$ cat config.mk
export PLATFORM = sky130hd
export DESIGN_NAME = reg_file_read_stage
export DESIGN_NICKNAME = d
export VERILOG_FILES = /design/src/rtl/reg_file_pkg.sv /design/src/rtl/reg_file_scoreboard.sv /design/src/rtl/reg_file_read_stage.sv
export SDC_FILE = /design/constraint.sdc
export NUM_CORES = 2
export LEC_CHECK = 0
export CORE_MARGIN = 10
export CORE_UTILIZATION = 50
export CTS_CLUSTER_DIAMETER = 120
export CTS_CLUSTER_SIZE = 10
export DETAILED_ROUTE_END_ITERATION = 6
export GPL_TIMING_DRIVEN = 1
export HOLD_SLACK_MARGIN = 0.03
export PLACE_DENSITY = 0.68
export SLEW_MARGIN = 20
export SYNTH_ARGS = -nofsm -noshare
export SYNTH_HDL_FRONTEND = slang
export SYNTH_HIERARCHICAL = 1
export SYNTH_SLANG_ARGS = --single-unit
$ cat constraint.sdc
create_clock -name clk -period 3.2 [get_ports clk]
set_clock_uncertainty 0.1 [all_clocks]
set_input_delay 0.64 -clock clk [delete_from_list [all_inputs] [get_ports clk]]
set_output_delay 0.64 -clock clk [all_outputs]
set_load 0.005 [all_outputs]
$ cat src/rtl/reg_file_pkg.sv
// Shared types and constants for the register-file read stage.
package reg_file_pkg;

  localparam int RF_XLEN     = 32;
  localparam int RF_NUM_REGS = 32;
  localparam int RF_ADDR_W   = $clog2(RF_NUM_REGS);

  localparam logic [RF_ADDR_W-1:0] REGISTER_X0 = '0;

  // Register fields produced by decode for one instruction.
  typedef struct packed {
    logic [RF_ADDR_W-1:0] rs1;
    logic [RF_ADDR_W-1:0] rs2;
    logic [RF_ADDR_W-1:0] rd;
  } reg_file_read_params_t;

  // One writeback into the architectural array.
  typedef struct packed {
    logic [RF_ADDR_W-1:0] rd;
    logic [RF_XLEN-1:0]   data;
  } reg_file_write_params_t;

  // Operand bundle handed to execute.
  typedef struct packed {
    logic [RF_XLEN-1:0]   rs1_data;
    logic [RF_XLEN-1:0]   rs2_data;
    logic [RF_ADDR_W-1:0] rd;
    logic                 writes_rd;
  } reg_file_operands_t;

endpackage

$ cat src/rtl/reg_file_scoreboard.sv
// Busy-bit scoreboard: one bit per architectural register, set when an
// instruction that writes it is issued, cleared by its writeback.
module reg_file_scoreboard
  import reg_file_pkg::*;
#(
  parameter int NUM_REGS = RF_NUM_REGS,
  localparam int AW      = $clog2(NUM_REGS)
) (
  input  logic          clk,
  input  logic          rst,
  input  logic          set_en,
  input  logic [AW-1:0] set_idx,
  input  logic          clr_en,
  input  logic [AW-1:0] clr_idx,
  input  logic          flush,
  input  logic [AW-1:0] rs1,
  input  logic [AW-1:0] rs2,
  input  logic [AW-1:0] rd,
  output logic          busy_rs1,
  output logic          busy_rs2,
  output logic          busy_rd
);

  logic [NUM_REGS-1:0] busy_q;
  logic [NUM_REGS-1:0] busy_d;

  // Next busy vector: clear first so a same-cycle set of the same bit wins.
  always_comb begin
    // NOTE: default-assign every always_comb output first so no path leaves it unassigned (no latch).
    busy_d = busy_q;
    if (clr_en) busy_d[clr_idx] = 1'b0;
    if (set_en) busy_d[set_idx] = 1'b1;
    if (flush)  busy_d = '0;
    busy_d[REGISTER_X0] = 1'b0;
  end

  // Busy-bit state register.
  always_ff @(posedge clk) begin
    // NOTE: sequential state uses non-blocking assignment so all flops update from pre-edge values.
    if (rst) busy_q <= '0;
    else     busy_q <= busy_d;
  end

  assign busy_rs1 = busy_q[rs1];
  assign busy_rs2 = busy_q[rs2];
  assign busy_rd  = busy_q[rd];

endmodule

$ cat src/rtl/reg_file_read_stage.sv
// Operand-fetch stage: owns the architectural registers, bypasses the
// current writeback into reads, stalls on RAW/WAW through the scoreboard and
// registers the operands for execute behind a valid/ready handshake.
// The struct types in reg_file_pkg are sized by the package constants, so
// XLEN/NUM_REGS must stay equal to RF_XLEN/RF_NUM_REGS.
module reg_file_read_stage
  import reg_file_pkg::*;
#(
  parameter int XLEN     = RF_XLEN,
  parameter int NUM_REGS = RF_NUM_REGS,
  localparam int AW      = $clog2(NUM_REGS)
) (
  input  logic                  clk,
  input  logic                  rst,
  input  logic                  in_valid,
  output logic                  in_ready,
  input  reg_file_read_params_t in_params,
  input  logic                  in_writes_rd,
  input  logic                  wb_valid,
  input  logic [AW-1:0]         wb_rd,
  input  logic [XLEN-1:0]       wb_data,
  input  logic                  flush,
  output logic                  out_valid,
  input  logic                  out_ready,
  output logic [XLEN-1:0]       out_rs1_data,
  output logic [XLEN-1:0]       out_rs2_data,
  output logic [AW-1:0]         out_rd,
  output logic                  out_writes_rd
);

  reg_file_write_params_t wb;
  logic                   wb_live;

  logic [XLEN-1:0] regs_q [NUM_REGS];
  logic [XLEN-1:0] regs_d [NUM_REGS];

  logic               out_valid_q, out_valid_d;
  reg_file_operands_t out_q, out_d;

  logic            byp_rs1, byp_rs2, clr_rd;
  logic [XLEN-1:0] rs1_val, rs2_val;
  logic            busy_rs1, busy_rs2, busy_rd;
  logic            hazard, accept, sets_busy;

  assign wb      = '{rd: wb_rd, data: wb_data};
  assign wb_live = wb_valid && (wb.rd != REGISTER_X0);

  // Array write port: x0 is never written, so it always reads zero.
  always_comb begin
    regs_d = regs_q;
    if (wb_live) regs_d[wb.rd] = wb.data;
  end

  // Architectural register array.
  always_ff @(posedge clk) begin
    // NOTE: the array is reset because the architectural state must come up all-zero; this keeps it in flops, not RAM.
    if (rst) regs_q <= '{default: '0};
    else     regs_q <= regs_d;
  end

  // Read ports with same-cycle writeback bypass.
  always_comb begin
    byp_rs1 = wb_live && (wb.rd == in_params.rs1);
    byp_rs2 = wb_live && (wb.rd == in_params.rs2);
    clr_rd  = wb_live && (wb.rd == in_params.rd);
    rs1_val = (in_params.rs1 == REGISTER_X0) ? '0 : byp_rs1 ? wb.data : regs_q[in_params.rs1];
    rs2_val = (in_params.rs2 == REGISTER_X0) ? '0 : byp_rs2 ? wb.data : regs_q[in_params.rs2];
  end

  // Hazard detection and input handshake.
  always_comb begin
    sets_busy = in_writes_rd && (in_params.rd != REGISTER_X0);
    hazard    = (busy_rs1 && !byp_rs1) ||
                (busy_rs2 && !byp_rs2) ||
                (sets_busy && busy_rd && !clr_rd);
    in_ready  = (!out_valid_q || out_ready) && !hazard && !flush;
    accept    = in_valid && in_ready;
  end

  reg_file_scoreboard #(.NUM_REGS(NUM_REGS)) u_scoreboard (
    .clk      (clk),
    .rst      (rst),
    .set_en   (accept && sets_busy),
    .set_idx  (in_params.rd),
    .clr_en   (wb_live),
    .clr_idx  (wb.rd),
    .flush    (flush),
    .rs1      (in_params.rs1),
    .rs2      (in_params.rs2),
    .rd       (in_params.rd),
    .busy_rs1 (busy_rs1),
    .busy_rs2 (busy_rs2),
    .busy_rd  (busy_rd)
  );

  // Output register next state: flush squashes, accept loads, handshake drains.
  always_comb begin
    out_d       = out_q;
    out_valid_d = out_valid_q;
    if (flush) begin
      out_valid_d = 1'b0;
    end else if (accept) begin
      out_valid_d = 1'b1;
      out_d       = '{rs1_data: rs1_val, rs2_data: rs2_val,
                      rd: in_params.rd, writes_rd: in_writes_rd};
    end else if (out_ready) begin
      out_valid_d = 1'b0;
    end
  end

  // Output register toward execute.
  always_ff @(posedge clk) begin
    if (rst) begin
      out_valid_q <= 1'b0;
      out_q       <= '0;
    end else begin
      out_valid_q <= out_valid_d;
      out_q       <= out_d;
    end
  end

  assign out_valid     = out_valid_q;
  assign out_rs1_data  = out_q.rs1_data;
  assign out_rs2_data  = out_q.rs2_data;
  assign out_rd        = out_q.rd;
  assign out_writes_rd = out_q.writes_rd;

endmodule

* After elaboration in Yosys (flattened, before gate mapping) *
Index checks and enable logic that the tools add are counted.

word-level totals
  register bits after elaboration = 1127
  input port bits = 59
  output and inout bits = 72
  word-level logic and storage cells = 118

operators by class
  reductions and logical operators = 32
  multiplexer cells = 27
  bitwise operators = 7
  magnitude comparators = 10
  equality and inequality tests = 3

operator list
  operator                                                                number
  1024-bit bitwise mux                                                    1
  32-bit 2-to-1 mux                                                       11
  32-bit binary-select mux with 5-bit select                              2
  32-bit demux with 5-bit select                                          1
  32-bit AND                                                              1
  32-bit inverter                                                         1
  32-bit bitwise OR                                                       1
  5-bit by 6-bit < comparator with 1-bit output (second input constant)   4
  6-bit >= comparator (second input constant)                             3
  5-bit inverter with 6-bit output                                        3
  1-bit logical AND                                                       16
  1-bit binary-select mux with 5-bit select                               3
  5-bit == test                                                           3
  1-bit demux with 5-bit select                                           2
  5-bit by 1-bit >= comparator with 1-bit output (second input constant)  2
  5-bit logical NOT                                                       2
  5-bit nonzero test                                                      2
  1-bit 2-to-1 mux                                                        7
  1-bit logical NOT                                                       6
  6-bit by 1-bit < comparator with 1-bit output (second input constant)   1
  1-bit logical OR                                                        3
  2-bit AND reduction                                                     1
  2-bit nonzero test                                                      1
  2-bit OR reduction                                                      1
  1-bit inverter                                                          1

* Depth between registers and ports, before layout *
  depth after elaboration = 13
  depth in mapped cells = 14
  mapped depth without buffers = 12

* By module *
Netlist, hierarchy kept.

by module, submodules not included
  module               area an instance (µm²)  cells each  instances  seq. area each (µm²)
  reg_file_read_stage  53374.9                 6049        1          21921.0
  reg_file_scoreboard  2189.6                  267         1          620.6

* Worst setup path before layout *
OpenSTA, ideal clock, no wires.

  path type = input port to flip-flop
  start = in in_params[1] (netlist bit)
  end = reg u_scoreboard.busy_q[8]
  stages on the path = 13
  arrival = 3052 ps
  setup slack = -22 ps
  setup time = 70 ps
  data required time = 3030 ps
  path buffers = 2
  path through = buf_6 > mux4_2 > nand2b_1 > o211ai_1 > nand4_1 > inv_1 > a311oi_2 > and4bb_1 > buf_4 > nor2b_1 > nor3b_1 > nand2_1 > a21oi_1

on the way
  cells in the longest elaborated chain, start to end = 11
  elaborated cells on any way between the ends = 22
  classes of those cells = 2 x order compare; 1 x eq/ne; 5 x mux; 1 x bitwise; 13 x reduce/logical

RTL lines
  what                                       RTL line                   source
  start, declared                            reg_file_read_stage.sv:17  input reg_file_read_params_t in_params,
  1-bit binary-select mux with 5-bit select  reg_file_scoreboard.sv:46  assign busy_rd = busy_q[rd];
  1-bit 2-to-1 mux (implied by the code)     reg_file_scoreboard.sv:46
  named net busy_rd                          reg_file_read_stage.sv:42  logic busy_rs1, busy_rs2, busy_rd;
  1-bit logical AND (2 in a row)             reg_file_read_stage.sv:75  (sets_busy && busy_rd && !clr_rd);
  1-bit logical OR                           reg_file_read_stage.sv:74  (busy_rs2 && !byp_rs2) ||
  1-bit logical NOT                          reg_file_read_stage.sv:76  in_ready = (!out_valid_q || out_ready) && !hazard && !flush;
  1-bit logical AND (2 in a row)             reg_file_read_stage.sv:76
  1-bit logical AND                          reg_file_read_stage.sv:77  accept = in_valid && in_ready;
  1-bit logical AND                          reg_file_read_stage.sv:83  .set_en (accept && sets_busy),
  32-bit 2-to-1 mux                          reg_file_scoreboard.sv:32  if (set_en) busy_d[set_idx] = 1'b1;
  end signal, assigned                       reg_file_scoreboard.sv:41  else busy_q <= busy_d;
  end, declared                              reg_file_scoreboard.sv:24  logic [NUM_REGS-1:0] busy_q;

The timed path passes the listed nets, and every way through them passes these cells. The select of a mux whose other input is x is not followed.
A chain may end at the register's enable or synchronous reset.

* Worst setup path in the final report *
  start = reg u_scoreboard.busy_q[23]
  end = out in_ready

on the way
  cells in the longest elaborated chain, start to end = 8
  elaborated cells on any way between the ends = 15
  classes of those cells = 6 x mux; 9 x reduce/logical

RTL lines
  what                                       RTL line                   source
  1-bit binary-select mux with 5-bit select  reg_file_scoreboard.sv:45  assign busy_rs2 = busy_q[rs2];
  1-bit 2-to-1 mux (implied by the code)     reg_file_scoreboard.sv:45
  named net busy_rs2                         reg_file_read_stage.sv:42
  1-bit logical AND                          reg_file_read_stage.sv:74
  1-bit logical OR                           reg_file_read_stage.sv:73  hazard = (busy_rs1 && !byp_rs1) ||
  1-bit logical OR                           reg_file_read_stage.sv:74
  1-bit logical NOT                          reg_file_read_stage.sv:76
  1-bit logical AND (2 in a row)             reg_file_read_stage.sv:76
  end, declared                              reg_file_read_stage.sv:16  output logic in_ready,

The timed path passes the listed nets, and every way through them passes these cells. The select of a mux whose other input is x is not followed.

==> impl_metrics.json <==
{
  "status": "complete, but fails checks",
  "violations": "design-rule violations, negative setup slack",
  "max_stage_delay_ns": 0.45,
  "p_leak_nw": 21.6,
  "synth_edf_count": 0,
  "slew_viol_final": 0,
  "final.min_clock_period_ns": 3.30,
  "die_y_um": 353,
  "final_area_um2": 64500,
  "cts_tree": "yes",
  "synth_top_family_by_area": "multiplexers",
  "die_area_um2": 125000,
  "detail_route.iter0.violations": 8828,
  "htreeDepth": 4,
  "final_common_cell": "nand2_1",
  "area_growth_pct": 16.1,
  "clk_pin_slew_ns": 0.06,
  "yosys.area.top_type": "dfxtp_1",
  "power.density_nw_per_um2": 479,
  "arrival_ns": 2.56,
  "fin_tns_setup_ns": -0.0999,
  "cp_slowest_cell": "mux4_2",
  "synth_top_area_frac": 0.406,
  "clock-root-buffer": "clkbuf_16",
  "drt-pass1-iter-count": 7,
  "antenna_left": 0,
  "synthCells": 6316,
  "hold_viol_final": 0,
  "final_cells": 7842,
  "cp_cell_sequence": "mux4_2 > nand2b_1 > o2111ai_1 > nand4_1 > o21ai_2 > nand2_1 > nor3_2 > buf_2",
  "mostFrequentLayoutCells": "nand2_1, dfxtp_1, a21oi_1, mux4_2, buf_4",
  "initial_core_util": 0.503,
  "finalCritPeriodShare": 1.03,
  "max_freq_mhz": 303,
  "dp.cells": 7688,
  "grt.total_usage": 0.350,
  "cts_buffer_depth": 3,
  "setup_ws_ns": -0.0999,
  "rsz0062_at_grt": "true",
  "antenna_found_initial": 10,
  "synth_cell_types": 53,
  "drive_gt1_frac": 0.177,
  "synth_area_um2": 55600,
  "cts_buffers": 130,
  "fin_hold_ws_ns": 0.120,
  "synth-adder-area-share": 0,
  "dpl-instance-area_um2": 60900,
  "crit_family": "simple AND/OR/NAND/NOR gates",
  "grt_pass1_vias": 49300,
  "syn_avg_cell_area_um2": 8.80,
  "synth_compound_area_frac": 0.147,
  "ir_worst_vdd_mv": 0.390,
  "cts_sinks": 1126,
  "worst_pin_slew_ns": 1.29,
  "dpl_worst_slack_ns": -0.743,
  "worstSetupEndpointType": "output pin",
  "viasPerCell": 6.73,
  "hold_buffers": 0,
  "slew_headroom": 0.142,
  "grt_max_degree": 241,
  "rows": 122,
  "io_buffers": 130,
  "crit_required_ns": 2.46,
  "start_kind": "flop",
  "wl_per_cell_um": 29.1,
  "synth_nets": 6375,
  "drc": 1,
  "synthSimpleGateAreaFrac": 0.177,
  "grt_pass1_wl_um": 329000,
  "fin_nets": 6393,
  "ys_top_cells_by_area": "dfxtp_1, mux4_2, nand2_1",
  "min_path_type": "in -> reg",
  "ys_seq_elements": 1126,
  "crit_type": "reg -> out",
  "synth_ff_type": "dfxtp_1",
  "path_buf_inv": 1,
  "clock_latency_ns": 0.78,
  "crit_fanout": 4,
  "ys_seq_area_frac": 0.406,
  "chipWidth_um": 353,
  "ios": 131,
  "setup_violations": 1,
  "dp_hpwl_um": 141000,
  "synthArstFlopShare": 0,
  "gr-total-overflow": 0,
  "synth_warnings": 6,
  "core_area_um2": 111000,
  "vias": 52800,
  "wl_um": 228000,
  "synthMuxAreaShare": 0.215,
  "utilization": 0.584,
  "power_mw": 30.9,
  "drv_cap": 0,
  "synth-xor-area-share": 0.00236,
  "globalplace.congestion": 0.965
}
## area by class of cell
cell class              instances  area (um^2)
diodes                          6         15.0
clock buffers                 132         3300
clock inverters                14          272
fillers                      9540        46000
inverters                       7         26.3
multi-input cells            4521        30400
flip-flops and latches       1126        22600
well taps                    1488         1860
repair buffers                548         6060
## Yosys cell counts, drive strengths merged, types with 3 or more instances
cell type  count
a211oi         3
a21oi       1058
a221o         64
a22oi         83
and2          34
and2b          3
and3           5
and3b          6
and4           5
buf          157
clkbuf       505
dfxtp       1126
inv            7
mux2i        181
mux4         449
nand2       2068
nand2b         6
nand3         30
nand3b        12
nand4          9
nor2          66
nor2b         42
nor3          39
nor3b          8
nor4          34
o2111ai        3
o211ai         4
o21ai         35
o22ai        207
or2            5
or3            3
or3b           9
or4           27
xnor2          3
xor2          12
## cell families (layout without fill, tap and decap cells)
kind of cell    count (synthesis)  after routing
other cells                     0              6
xor+xnor                       15             15
simple gates                 2414           2414
mux                           630            630
compound gates               1462           1462
flops                        1126           1126
buf+inv                       669            701
## per-layer routing
layer | vias up | global-route usage | routed length (um)
met5 | - | 0 | 43
met4 | 6 | 0.222 | 16600
met3 | 1048 | 0.118 | 33700
met2 | 4258 | 0.507 | 96100
met1 | 25200 | 0.444 | 81700
li1 | 22200 | - | -
## flip-flops by register name (all words and copies together) (netlist names)
name	flops
out_valid	1
out_rd	5
out_writes_rd	1
out_rs2_data	32
regs_q	1024
u_scoreboard/busy_q	31
out_rs1_data	32
## power breakdown
| group | leakage [nW] | switching, mW | internal (mW) |
|---|---|---|---|
| Sequential | 9.08 | 0.122 | 14.2 |
| Clock | 1.75 | 6.05 | 7.45 |
| Combinational | 10.7 | 2.00 | 1.15 |
## final timing paths
path                            from                to  slack, ns  cells past startpoint
max reg2reg  u_scoreboard/busy_q[16]  out_rs1_data[30]       0.18                      9
min reg2reg               regs_q[45]        regs_q[45]       0.37                      2
max          u_scoreboard/busy_q[23]          in_ready       -0.1                      8
min                              rst       regs_q[996]       0.12                      2
## worst reg2reg max path: stages, from the launching register on
cell and delay, ns:
dfxtp_2 0.35, mux4_1 0.52, o2111ai_1 0.20, nand4_1 0.12, inv_1 0.11, a311oi_4 0.06
or4b_2 0.81, buf_12 0.23, nor4_1 0.30, a221o_1 0.14
## what timing repair did
action / in CTS / in global routing
gates resized for setup: 22 / 0
hold endpoints to repair: 0 / 0
setup endpoints to repair: 1 / 2
buffers inserted: 2 / 0
gates cloned: 0 / 0
pin swaps: 4 / 2
No activity file was read; power rests on OpenSTA's default activity.
